`src/rtl/bky_serial_loader.sv`:
```
`default_nettype none
// ============================================================================
// Module   : bky_serial_loader
// Purpose  : FIFO-buffered bit-serial loader for Buckeye shift-register chains,
//            shift clock divided down from CLK40.
// Revision : 1.0
// ============================================================================
module bky_serial_loader #(
    parameter int DATA_W    = 16,
    parameter int DEPTH     = 64,
    parameter int CLK_DIV   = 40,
    parameter int MSB_FIRST = 0
) (
    input  logic                     CLK40,
    input  logic                     RST_N,
    input  logic                     WR_EN,
    input  logic [DATA_W-1:0]        WR_DATA,
    input  logic                     START,
    input  logic                     ABORT,
    input  logic                     CLR_DONE,
    output logic                     SCLK,
    output logic                     SHCK_ENA,
    output logic                     SDATA,
    output logic                     BUSY,
    output logic                     DONE,
    output logic                     WR_ERR,
    output logic                     FULL,
    output logic                     EMPTY,
    output logic [$clog2(DEPTH):0]   COUNT,
    output logic [15:0]              WORDS_SENT
);

    localparam int c_ADDR_W = $clog2(DEPTH);
    localparam int c_DIV_W  = $clog2(CLK_DIV);
    localparam int c_BIT_W  = $clog2(DATA_W);

    typedef enum logic [1:0] {
        S_IDLE  = 2'd0,
        S_ARMED = 2'd1,
        S_SHIFT = 2'd2
    } state_t;

    state_t                r_state;
    logic [c_DIV_W-1:0]    r_div_cnt;
    logic                  r_sclk;
    logic [DATA_W-1:0]     r_mem [DEPTH];
    logic [c_ADDR_W-1:0]   r_wr_ptr;
    logic [c_ADDR_W-1:0]   r_rd_ptr;
    logic [c_ADDR_W:0]     r_count;
    logic [DATA_W-1:0]     r_shifter;
    logic [c_BIT_W-1:0]    r_bit_cnt;
    logic                  r_shck_ena;
    logic                  r_busy;
    logic                  r_done;
    logic                  r_wr_err;
    logic [15:0]           r_words_sent;

    logic                  w_fall_tick;
    logic [c_DIV_W-1:0]    w_div_next;
    logic                  w_full;
    logic                  w_empty;
    logic                  w_push;
    logic                  w_pop;
    logic                  w_word_end;
    logic                  w_done_set;
    logic                  w_start_acc;
    logic [DATA_W-1:0]     w_rd_data;
    logic [DATA_W-1:0]     w_shift_next;
    logic                  w_out_bit;

    // ---------------- shift-clock divider ----------------
    assign w_fall_tick = (r_div_cnt == c_DIV_W'(CLK_DIV - 1));
    assign w_div_next  = w_fall_tick ? '0 : r_div_cnt + c_DIV_W'(1);

    always_ff @(posedge CLK40 or negedge RST_N) begin
        if (!RST_N) begin
            r_div_cnt <= '0;
            r_sclk    <= 1'b0;
        end else begin
            r_div_cnt <= w_div_next;
            r_sclk    <= (w_div_next >= c_DIV_W'(CLK_DIV / 2));
        end
    end

    // ---------------- FIFO ----------------
    assign w_full      = (r_count == (c_ADDR_W+1)'(DEPTH));
    assign w_empty     = (r_count == '0);
    assign w_rd_data   = r_mem[r_rd_ptr];
    assign w_push      = WR_EN && !w_full && !ABORT;
    // A word boundary is the fall_tick that leaves ARMED or finishes the last bit.
    assign w_word_end  = w_fall_tick && !ABORT &&
                         ((r_state == S_ARMED) ||
                          ((r_state == S_SHIFT) && (r_bit_cnt == '0)));
    assign w_pop       = w_word_end && !w_empty;
    assign w_done_set  = w_word_end && w_empty;
    assign w_start_acc = !ABORT && (r_state == S_IDLE) && START;

    always_ff @(posedge CLK40) begin
        if (w_push) begin
            r_mem[r_wr_ptr] <= WR_DATA;
        end
    end

    always_ff @(posedge CLK40 or negedge RST_N) begin
        if (!RST_N) begin
            r_wr_ptr <= '0;
            r_rd_ptr <= '0;
            r_count  <= '0;
        end else if (ABORT) begin
            r_wr_ptr <= '0;
            r_rd_ptr <= '0;
            r_count  <= '0;
        end else begin
            if (w_push) r_wr_ptr <= r_wr_ptr + c_ADDR_W'(1);
            if (w_pop)  r_rd_ptr <= r_rd_ptr + c_ADDR_W'(1);
            case ({w_push, w_pop})
                2'b10:   r_count <= r_count + (c_ADDR_W+1)'(1);
                2'b01:   r_count <= r_count - (c_ADDR_W+1)'(1);
                default: r_count <= r_count;
            endcase
        end
    end

    // ---------------- bit-order selection ----------------
    generate
        if (MSB_FIRST != 0) begin : g_msb_first
            assign w_shift_next = {r_shifter[DATA_W-2:0], 1'b0};
            assign w_out_bit    = r_shifter[DATA_W-1];
        end else begin : g_lsb_first
            assign w_shift_next = {1'b0, r_shifter[DATA_W-1:1]};
            assign w_out_bit    = r_shifter[0];
        end
    endgenerate

    // ---------------- serializer FSM ----------------
    always_ff @(posedge CLK40 or negedge RST_N) begin
        if (!RST_N) begin
            r_state      <= S_IDLE;
            r_shifter    <= '0;
            r_bit_cnt    <= '0;
            r_shck_ena   <= 1'b0;
            r_busy       <= 1'b0;
            r_words_sent <= '0;
        end else if (ABORT) begin
            r_state    <= S_IDLE;
            r_shck_ena <= 1'b0;
            r_busy     <= 1'b0;
        end else begin
            case (r_state)
                S_IDLE: begin
                    if (START) begin
                        r_state      <= S_ARMED;
                        r_busy       <= 1'b1;
                        r_words_sent <= '0;
                    end
                end
                S_ARMED, S_SHIFT: begin
                    if (w_fall_tick) begin
                        if ((r_state == S_SHIFT) && (r_bit_cnt != '0)) begin
                            r_shifter <= w_shift_next;
                            r_bit_cnt <= r_bit_cnt - c_BIT_W'(1);
                        end else if (!w_empty) begin
                            r_state    <= S_SHIFT;
                            r_shck_ena <= 1'b1;
                            r_shifter  <= w_rd_data;
                            r_bit_cnt  <= c_BIT_W'(DATA_W - 1);
                            if (r_words_sent != 16'hFFFF) begin
                                r_words_sent <= r_words_sent + 16'd1;
                            end
                        end else begin
                            r_state    <= S_IDLE;
                            r_shck_ena <= 1'b0;
                            r_busy     <= 1'b0;
                        end
                    end
                end
                default: begin
                    r_state    <= S_IDLE;
                    r_shck_ena <= 1'b0;
                    r_busy     <= 1'b0;
                end
            endcase
        end
    end

    // Sticky flags: a set in the same cycle as CLR_DONE wins.
    always_ff @(posedge CLK40 or negedge RST_N) begin
        if (!RST_N) begin
            r_done   <= 1'b0;
            r_wr_err <= 1'b0;
        end else begin
            if (w_done_set) begin
                r_done <= 1'b1;
            end else if (CLR_DONE || w_start_acc) begin
                r_done <= 1'b0;
            end
            if (WR_EN && w_full && !ABORT) begin
                r_wr_err <= 1'b1;
            end else if (CLR_DONE) begin
                r_wr_err <= 1'b0;
            end
        end
    end

    assign SCLK       = r_sclk;
    assign SHCK_ENA   = r_shck_ena;
    assign SDATA      = r_shck_ena & w_out_bit;
    assign BUSY       = r_busy;
    assign DONE       = r_done;
    assign WR_ERR     = r_wr_err;
    assign FULL       = w_full;
    assign EMPTY      = w_empty;
    assign COUNT      = r_count;
    assign WORDS_SENT = r_words_sent;

endmodule
`default_nettype wire
```
`config.mk`:
```
export PLATFORM = sky130hd
export DESIGN_NAME = bky_serial_loader
export DESIGN_NICKNAME = d
export VERILOG_FILES = /design/src/rtl/bky_serial_loader.sv
export SDC_FILE = /design/constraint.sdc
export NUM_CORES = 1
export LEC_CHECK = 0
export BUFFER_PORTS_ARGS = -buffer_cell sky130_fd_sc_hd__buf_4
export CORE_MARGIN = 4
export CORE_UTILIZATION = 57
export DETAILED_ROUTE_END_ITERATION = 10
export GPL_ROUTABILITY_DRIVEN = 0
export PLACE_DENSITY_LB_ADDON = 0.08
export RECOVER_POWER = 50
export SLEW_MARGIN = 30
export SYNTH_ARGS = -nofsm -noshare
export SYNTH_HDL_FRONTEND = slang
export SYNTH_SLANG_ARGS = --single-unit
```
`constraint.sdc`:
```
create_clock -name CLK40 -period 3 [get_ports CLK40]
set_input_delay 0.75 -clock CLK40 [delete_from_list [all_inputs] [get_ports CLK40]]
set_output_delay 0.75 -clock CLK40 [all_outputs]
set_load 0.05 [all_outputs]
```
# Yosys cells after proc, flatten, opt, wreduce, memory -nomap -nowiden

Memories as Yosys holds them, arrays and structs flattened.
Index checks and enable logic that the tools add are counted.

Memory bits (read-only): 0
Bits in registers: 68
Bits in latches: 0
RAM bits: 1024
Memories: 1

Memory list:

| name  | depth | width | rd ports | clocked after memory_dff | write ports | line | RTL |
|---|---|---|---|---|---|---|---|
| r_mem | 64    | 16    | 1        | 0                        | 1           | 46   | `logic [DATA_W-1:0] r_mem [DEPTH];` |

Add/sub/neg operators: 7
Divide/modulo/power cells: 0
Bitwise logic cells: 2
$mul: 0
Order comparisons: 1
Eq/ne operators: 18
Muxes and demuxes: 40
Reduce and logical (&&, ||, !) cells: 33
Shift-type cells: 0

Operators by type and width:

| operator                                             | number |
|---|---|
| two-way mux 16 bit                                   | 7 |
| one-hot mux 16 bit (2 select lines)                  | 1 |
| two-way mux 6 bit                                    | 5 |
| adder 6 x 1 -> 6 bit (second input constant)         | 3 |
| adder 16 x 1 -> 16 bit (second input constant)       | 1 |
| inequality test 16 bit (second input constant)       | 1 |
| two-way mux 1 bit                                    | 15 |
| one-hot mux 7 bit (2 select lines)                   | 1 |
| logical AND 1 bit                                    | 12 |
| inequality test 2 bit (second input constant)        | 6 |
| inequality test 3 bit (second input constant)        | 4 |
| two-way mux 2 bit                                    | 5 |
| nonzero test 2 bit                                   | 5 |
| two-way mux 4 bit                                    | 2 |
| AND reduction 4 bit                                  | 2 |
| adder 7 x 1 -> 7 bit (second input constant)         | 1 |
| equality test 7 bit (second input constant)          | 1 |
| logical NOT 7 bit                                    | 1 |
| two-way mux 7 bit                                    | 1 |
| AND reduction 7 bit                                  | 1 |
| subtractor 7 x 1 -> 7 bit (second input constant)    | 1 |
| equality test 6 bit (second input constant)          | 1 |
| >= comparator 6 x 5 -> 1 bit (second input constant) | 1 |
| AND reduction 3 bit                                  | 2 |
| 15 further kinds                                     | 21 |

# Longest topological paths before layout

Gate-level depths: netlist (run 1).

Depth after elaboration: 8
Depth in mapped cells: 14
Depth with buffers taken out: 13

# Least setup slack after synthesis (run 1)

Ideal clock, no wire load.

Kind: flip-flop to flip-flop
Start point: register r_count[1] (netlist: COUNT[1])
End point: memory r_mem[62][0] (enable)
Slack: -0.268 ns
Path buffers: 1
Arrival time: 2.879 ns
Stages on the path, launching flop included: 8
Setup time: 0.389 ns
Cells stage by stage: dfrtp_1 -> buf_4 -> nor2_1 -> nand3_1 -> inv_1 -> nor4b_1 -> nand3_1 -> nor2_1

Longest elaborated chain between the ends: 6

Ends and longest elaborated chain:

| item                                    | line | RTL |
|---|---|---|
| start: declaration                      | 49   | `logic [c_ADDR_W:0] r_count;` |
| start signal: assignment                | 117  | `2'b10: r_count <= r_count + (c_ADDR_W+1)'(1);` |
| start signal: assignment                | 118  | `2'b01: r_count <= r_count - (c_ADDR_W+1)'(1);` |
| start signal: assignment                | 119  | `default: r_count <= r_count;` |
| equality test 7 bit                     | 86   | `assign w_full = (r_count == (c_ADDR_W+1)'(DEPTH));` |
| net FULL                                | 27   | `output logic FULL,` |
| logical NOT 1 bit                       | 89   | `assign w_push = WR_EN && !w_full && !ABORT;` |
| logical AND 1 bit (2 in a row)          | 89   |  |
| two-way mux 1 bit                       | 99   | `if (w_push) begin` |
| two-way mux 1 bit (implied by the code) | 100  | `r_mem[r_wr_ptr] <= WR_DATA;` |
| end: declaration                        | 46   |  |

The timed path passes the listed nets, and every way through them passes these cells.

# Final worst setup path (run 1)

Start point: register r_count[3] (netlist: COUNT[3])
End point: output EMPTY

Longest elaborated chain between the ends: 1

Ends and longest elaborated chain:

| item              | line | RTL |
|---|---|---|
| logical NOT 7 bit | 87   | `assign w_empty = (r_count == '0);` |
| end: declaration  | 28   | `output logic EMPTY,` |

No other way between the ends.

==> summary.md, run 1 <==
| Metric | Value |
|---|---|
| Design area | `49140 um2` |
| Max Slew Vio Count | `967` |
| Leak | `15.65 nW` |
| Post-route setup slack | `0.1323 ns` |
| Syn Std Cell Area | `42950 um2` |
| Clock Path Buffers | `3` |
| WL final | `104200 um` |
| Period minus WS final | `2.868 ns` |
| Post-place instance area | `45640 um2` |
| # fillers | `5002` |
| Drc violations | `0` |
| Detailed Routing Iterations Pass 1 | `6` |
| Post-Syn Area per Cell | `19.00 um2` |
| Tot GR Track Use | `26.68%` |
| Die X | `282.5 um` |
| Layout Skew | `0.02204 ns` |
| # setup viols final | `0` |
| WHS | `0.4224 ns` |
| Mux cell area share after synthesis | `13.52%` |
| Vias | `22600` |
| Vias/cell | `6.378` |
| Chip Height | `282.5 um` |
| TritonCTS Sinks | `1092` |
| Top cells by count, synth | `edfxtp_1, mux2i_1, mux4_2, nor2_1, nand2_1` |
| CTS tree | `yes` |
| Clock Latency Late Sink | `0.68 ns` |
| Vias in the first global route | `22500` |
| Failing checks | `max-capacitance violations, max-slew violations` |
| First-pass GRT wire length | `153500 um` |
| I/O Buffers | `52` |
| Post-Synth Adder-Cell Area | `0.3495%` |
| Final antenna-violating net count | `0` |
| Total power | `31.02 mW` |
| WP data required | `2.25 ns` |
| Synthesis-stage register bit count | `1092` |
| Simple logic cell fraction of the synthesized area | `3.886%` |
| Initial DRC Count | `2575` |
| Status | `complete, but fails checks` |
| Core box area | `74570 um2` |
| Inserted Diodes | `0` |
| Compound-Gate Fraction of Synth Area | `4.748%` |
| Critical path class | `flop to output port` |
| Cells after synthesis | `2261` |
| Place WS | `0.1668 ns` |
| Yosys cell types | `87` |
| Power Density | `631.3 nW/um2` |
| Maximum clock rate | `348.7 MHz` |
| CP arrival | `2.12 ns` |
| Critical path capture point type | `output port` |
| Post-synthesis sequential area ratio | `75.55%` |
| Worst-margin pin slew | `2.553 ns` |
| Fin crit share | `95.59%` |
| EDFF count, synth | `1024` |
| Top_reg_cell synth | `edfxtp_1` |
| Synth Area in XOR/XNOR | `0.3059%` |
| Startpoint types | `flop` |
| Final hold viol count | `0` |
| Half-perimeter wire length after placement | `63960 um` |
| Post-synth top area cell | `edfxtp_1` |
| Hold Buf Count CTS | `0` |
| Initial antenna violation count | `0` |
| Clock Pin Slew Worst Setup and Hold Paths | `0.06 ns` |
| Row count | `100` |
| Relative slew slack | `-70.19%` |
| Remaining Overflow, GRT | `0` |
| I/O Pins | `53` |
| Wirelength per Cell | `29.41 um` |
| Post-Syn Nets | `2295` |
| CTS buffer count | `109` |
| Worst Hold Class | `primary input to flop` |
| Top cell type's share of synthesized area | `71.59%` |
| Area grow syn2layout | `14.40%` |
| Warnings, synthesis | `0` |
| Postcts setup bufs | `0` |
| Post-synthesis async set-or-reset flop share | `6.227%` |
| Largest net degree at the start of global routing | `65` |
| RSZ-0062 raised after global routing | `false` |
| Synth top area cells | `edfxtp_1, mux4_2, mux2i_1` |
| Final net count | `2520` |
| Count leader, synth | `edfxtp_1` |
| Largest family of logic cells by synthesized area | `multiplexers` |
| Initial Util | `57.60%` |
| Number of H-tree levels | `3` |
| Maxcap violations | `15` |
| Worst VDD drop | `0.0004733 V` |
| CP Max Fanout | `10` |
| Layout cells sized above 1 | `23.61%` |
| Die area | `79810 um2` |
| Root buffer cell | `clkbuf_16` |
==> final timing paths <==
kind | cells past startpoint | startpoint | slack, ns | endpoint
setup / recovery | 6 | COUNT[3]$_DFFE_PN0P_ | 0.13 | EMPTY
hold / removal | 3 | CLR_DONE | 0.42 | WR_ERR$_DFFE_PN0P_
setup reg to reg | 11 | COUNT[2]$_DFFE_PN0P_ | 0.18 | COUNT[6]$_DFFE_PN0P_
hold reg to reg | 1 | r_div_cnt[0]$_DFF_PN0_ | 0.51 | r_div_cnt[0]$_DFF_PN0_
max in group asynchronous | 2 | RST_N | 0.62 | r_shifter[9]$_DFFE_PN0P_
min in group asynchronous | 1 | RST_N | 0.69 | WORDS_SENT[6]$_DFFE_PN0P_
==> repair_timing <==
action / CTS / global route
pin swaps: 0 / 1
resized for setup: 1 / 4
endpoints found under the setup margin: 2 / 3
==> flip-flops by register name, summed over array words and instances, names as in the netlist <==
signal      flops
r_mem        1024
SCLK            1
BUSY            1
r_state         2
WR_ERR          1
r_div_cnt       6
r_wr_ptr        6
r_shifter      16
DONE            1
WORDS_SENT     16
COUNT           7
SHCK_ENA        1
r_bit_cnt       4
r_rd_ptr        6
==> metal layers <==
| layer | up-vias | track usage (%) | routed length (um) |
|---|---|---|---|
| li1 | 9674 | - | - |
| met1 | 11780 | 40.29 | 44110 |
| met2 | 975 | 41.29 | 48890 |
| met3 | 171 | 4.927 | 8420 |
| met4 | 0 | 6.663 | 2799 |
| met5 | - | 0 | 0 |
==> cell usage in the layout (no fill, tap or decap), drive strengths merged, types with 8 or more instances in the layout <==
master	synthesis	final
nand3	56	56
o21ai	42	42
a22oi	50	50
nor2	107	107
o22ai	38	38
mux4	174	174
a221oi	11	11
inv	12	15
buf	73	219
and2	8	8
ha	12	12
o221ai	15	15
clkbuf	53	158
nand4	14	14
a211oi	33	33
nand2	90	90
mux2i	186	186
edfxtp	1024	1024
nor3	13	13
dfrtp	68	68
a21oi	55	55
a22o	12	12
bufinv	0	12
or3	17	17
clkinv	1	48
xnor2	8	8
==> cell type report <==
| type | count | area, um2 | share of cell area [%] |
|---|---|---|---|
| clock buffer | 135 | 2865 | 5.831 |
| clock inverter | 65 | 681.9 | 1.388 |
| inverter | 13 | 50.05 | 0.1018 |
| multi-input combinational | 1028 | 9861 | 20.07 |
| sequential | 1092 | 32460 | 66.06 |
| tap | 969 | 1212 | 2.467 |
| timing repair buffer | 242 | 2007 | 4.084 |
==> per-stage QoR <==
stage          std cells  setup TNS (ns)  utilization (%)
5_1_grt             3544               0            65.90
6_report            3544               0            65.90
3_3_place_gp        3344               0            61.20
4_1_cts             3544               0            65.97
2_1_floorplan       2261         -109.93                -
3_5_place_dp        3344               0            61.20
==> critical path, stage by stage (launching register included) <==
cell and delay, ns:
dfrtp_2 0.40, buf_4 0.16, nor4_4 0.33, nand3b_2 0.14, clkinv_2 0.09, buf_6 0.15, buf_6 0.17
==> logic make-up (layout without fill, tap and decap cells) <==
kind of cell,Yosys count,in the layout
multiplexers,362,362
AO/OA/AOI/OAI,293,293
flip-flops,1092,1092
XOR/XNOR,15,15
AND/OR/NAND/NOR,346,346
buffers and inverters,141,455
adder cells (fa/ha/maj),12,12
==> power breakdown <==
group	switching, mW	internal [mW]
logic	0.621	0.188
clock network	5.59	7.81
registers	0.0631	16.8
total	6.27	24.7
No activity file was read; power rests on OpenSTA's default activity.
==> run 2: changes to the inputs <==
--- a/config.mk
+++ b/config.mk
@@ -8,8 +8,8 @@
 export BUFFER_PORTS_ARGS = -buffer_cell sky130_fd_sc_hd__buf_4
 export CORE_MARGIN = 4
 export CORE_UTILIZATION = 57
+export CTS_CLUSTER_DIAMETER = 80
 export DETAILED_ROUTE_END_ITERATION = 10
-export GPL_ROUTABILITY_DRIVEN = 0
 export PLACE_DENSITY_LB_ADDON = 0.08
 export RECOVER_POWER = 50
 export SLEW_MARGIN = 30
==> constraint.sdc (replaced) <==
create_clock -name CLK40 -period 3 [get_ports CLK40]
set_input_delay 0.75 -clock CLK40 [delete_from_list [all_inputs] [get_ports CLK40]]
set_output_delay 0.75 -clock CLK40 [all_outputs]
set_load 0.02 [all_outputs]
==> run 2 against run 1 <==
The flow still finishes with violations (max-capacitance violations, max-slew violations). Critical path depth unchanged. Final area about the same. Non-clock buffer count down 2. Clock skew up 0.0012 ns. Combinational power down 7.5%. Clock power down 4%. Total power down 2.1%. Clock-buffer cell count up 7.
==> summary.md, run 2 (same netlist as run 1, synthesis figures left out) <==
| Metric | Value |
|---|---|
| Status | `complete, but fails checks` |
| Failing checks | `max-capacitance violations, max-slew violations` |
| Initial DRC Count | `2437 (-5.4%)` |
| Relative slew slack | `-15.29% (+55 points)` |
| Design area | `49090 um2 (about the same)` |
| Multi-input combinational cell area | `9838 um2 (-0.23%)` |
| Max Slew Vio Count | `1003 (+3.7%)` |
| Period minus WS final | `2.862 ns (-0.005497 ns)` |
| # setup viols final | `0 (unchanged)` |
| Leak | `15.59 nW (-0.39%)` |
| Final hold viol count | `0 (unchanged)` |
| Die area | `79810 um2 (unchanged)` |
| Row count | `100 (unchanged)` |
| Critical path class | `flop to output port` |
| # fillers | `5026 (+0.48%)` |
| Remaining Overflow, GRT | `0 (unchanged)` |
| Final antenna-violating net count | `0 (unchanged)` |
| Clock Path Buffers | `3 (unchanged)` |
| CP arrival | `2.11 ns (about the same)` |
| Vias in the first global route | `22510 (+0.071%)` |
| Fin Setup TNS | `0 ns (unchanged)` |
| Root buffer cell | `clkbuf_16` |
| Critical path capture point type | `output port` |
| Fin crit share | `95.41% (-0.18 points)` |
| Crit path cell chain | `buf_4, nor4_4, nand3b_2, clkinv_2, buf_6, buf_4` |
| RSZ-0062 raised after global routing | `false` |
| WP data required | `2.25 ns (about the same)` |
| I/O Buffers | `52 (unchanged)` |
| Power Density | `618.7 nW/um2 (-2.0%)` |
| Final net count | `2517 (-0.12%)` |
| Startpoint types | `flop` |
| Vias/cell | `6.414 (+0.56%)` |
| Clock Pin Slew Worst Setup and Hold Paths | `0.06 ns (about the same)` |
| Largest net degree at the start of global routing | `65 (unchanged)` |
| First-pass GRT wire length | `154300 um (+0.50%)` |
| Vias | `22720 (+0.50%)` |
| Slowest-stage cell, CP | `dfrtp_1` |
| Die X | `282.5 um (unchanged)` |
| Initial Util | `57.60% (unchanged)` |
| Number of H-tree levels | `3 (unchanged)` |
| Tot GR Track Use | `26.75% (+0.067 points)` |
| Worst-margin pin slew | `1.729 ns (-0.8235 ns)` |
| Commonest non-fill, non-tap cells in the layout | `edfxtp_1, mux2i_1, buf_4, mux4_2, clkbuf_16` |
| I/O Pins | `53 (unchanged)` |
| Chip Height | `282.5 um (unchanged)` |
| Maxcap violations | `15 (unchanged)` |
| Initial antenna violation count | `1 (+1)` |
| Worst VDD drop | `0.0004936 V (+4.3%)` |
| Layout Skew | `0.02326 ns (+0.001223 ns)` |
| Area grow syn2layout | `14.29% (about the same)` |
| Layout cells sized above 1 | `22.67% (-0.94 points)` |
| WHS | `0.2835 ns (-0.1389 ns)` |
| Post-place instance area | `45770 um2 (+0.30%)` |
| Largest register FFs | `1024 (unchanged)` |
| Clock Latency Late Sink | `0.67 ns (about the same)` |
| CTS buffer count | `108 (-0.92%)` |
| Detailed Routing Iterations Pass 1 | `5 (-1)` |
| GP Congestion | `0.8774` |
| CP Max Fanout | `10 (unchanged)` |
| Wirelength per Cell | `29.59 um (+0.63%)` |
| Commonest non-fill, non-tap cell in the layout | `edfxtp_1` |
| TritonCTS Sinks | `1092 (unchanged)` |
| Hold Buf Count CTS | `0 (unchanged)` |
| CP most frequent cell | `buf_4` |
| Register bank with the most flops | `r_mem` |
| CTS tree | `yes` |
| Maximum clock rate | `349.4 MHz (+0.19%)` |
| Half-perimeter wire length after placement | `63530 um (-0.68%)` |
| Worst Hold Class | `primary input to flop` |
| Core box area | `74570 um2 (unchanged)` |
| WL final | `104800 um (+0.57%)` |
| Storage cell area | `32460 um2 (about the same)` |
| Max stage delay on crit path | `0.37 ns (-0.03 ns)` |
| Drc violations | `0 (unchanged)` |
[run 2: changes by cell type in the layout (fill, tap and decap cells not counted), sizes merged]
cell / change
buf: +1
bufinv: -7
inv: -1
diode: +1
clkbuf: +4
[run 2: timing repair]
item / in CTS / in global routing
gates resized for setup: 1 / 3
endpoints found under the setup margin: 2 / 3
buffers inserted: 0 / 0
pin swaps: 0 / 1
[run 2: stage by stage]
stage               power [mW]  setup slack [ns]  instances  utilization [%]
CTS                      30.56           0.05072       3541            65.91
global route             31.34           0.02328       3542            65.83
floorplan                17.40           0.01944       2261                -
global placement         17.83            0.1690       3342            61.38
detailed placement       17.87            0.1546       3342            61.38
finish                   30.37            0.1378       3542            65.83
[run 2: path summary, 6_finish.rpt]
path / start / end / slack, ns / cells after the start
setup reg to reg: COUNT[0]$_DFFE_PN0P_ / COUNT[6]$_DFFE_PN0P_ / 0.17 / 11
setup / recovery: COUNT[4]$_DFFE_PN0P_ / EMPTY / 0.14 / 6
hold reg to reg: r_div_cnt[0]$_DFF_PN0_ / r_div_cnt[0]$_DFF_PN0_ / 0.49 / 1
min in group asynchronous: RST_N / WORDS_SENT[6]$_DFFE_PN0P_ / 0.33 / 1
hold / removal: ABORT / r_state[0]$_DFFE_PN0P_ / 0.28 / 2
max in group asynchronous: RST_N / r_div_cnt[1]$_DFF_PN0_ / 0.99 / 2
[run 2: worst max-delay path, delay by kind of cell (launching register included)]
family | cells | cell delay, ns
buffers and inverters | 4 | 0.56
flip-flops | 1 | 0.37
AND/OR/NAND/NOR | 2 | 0.50
[run 2: layer usage]
layer | vias up | global-route usage [%] | wire (um) | part of all wire (%)
li1 | 9685 | - | - | -
met1 | 11970 | 40.66 | 44450 | 42
met2 | 909 | 41.51 | 49790 | 47
met3 | 150 | 4.457 | 8057 | 7.7
met4 | 0 | 6.573 | 2528 | 2.4
met5 | - | 0 | 0 | 0
[run 2: power by group]
group	switching, mW	leakage (nW)	internal [mW]
Combinational	0.563	3.83	0.186
Sequential	0.0620	10.1	16.8
Clock	5.51	1.63	7.30
[run 2: layout make-up]
cell class                      instances  share of cell area, %
Sequential cell                      1092                  66.12
Tap cell                              969                  2.470
Clock buffer                          142                  5.997
Clock inverter                         57                 0.8589
Timing Repair Buffer                  240                  4.409
Inverter                               13                 0.1019
Antenna cell                            1               0.005097
Multi-Input combinational cell       1028                  20.04
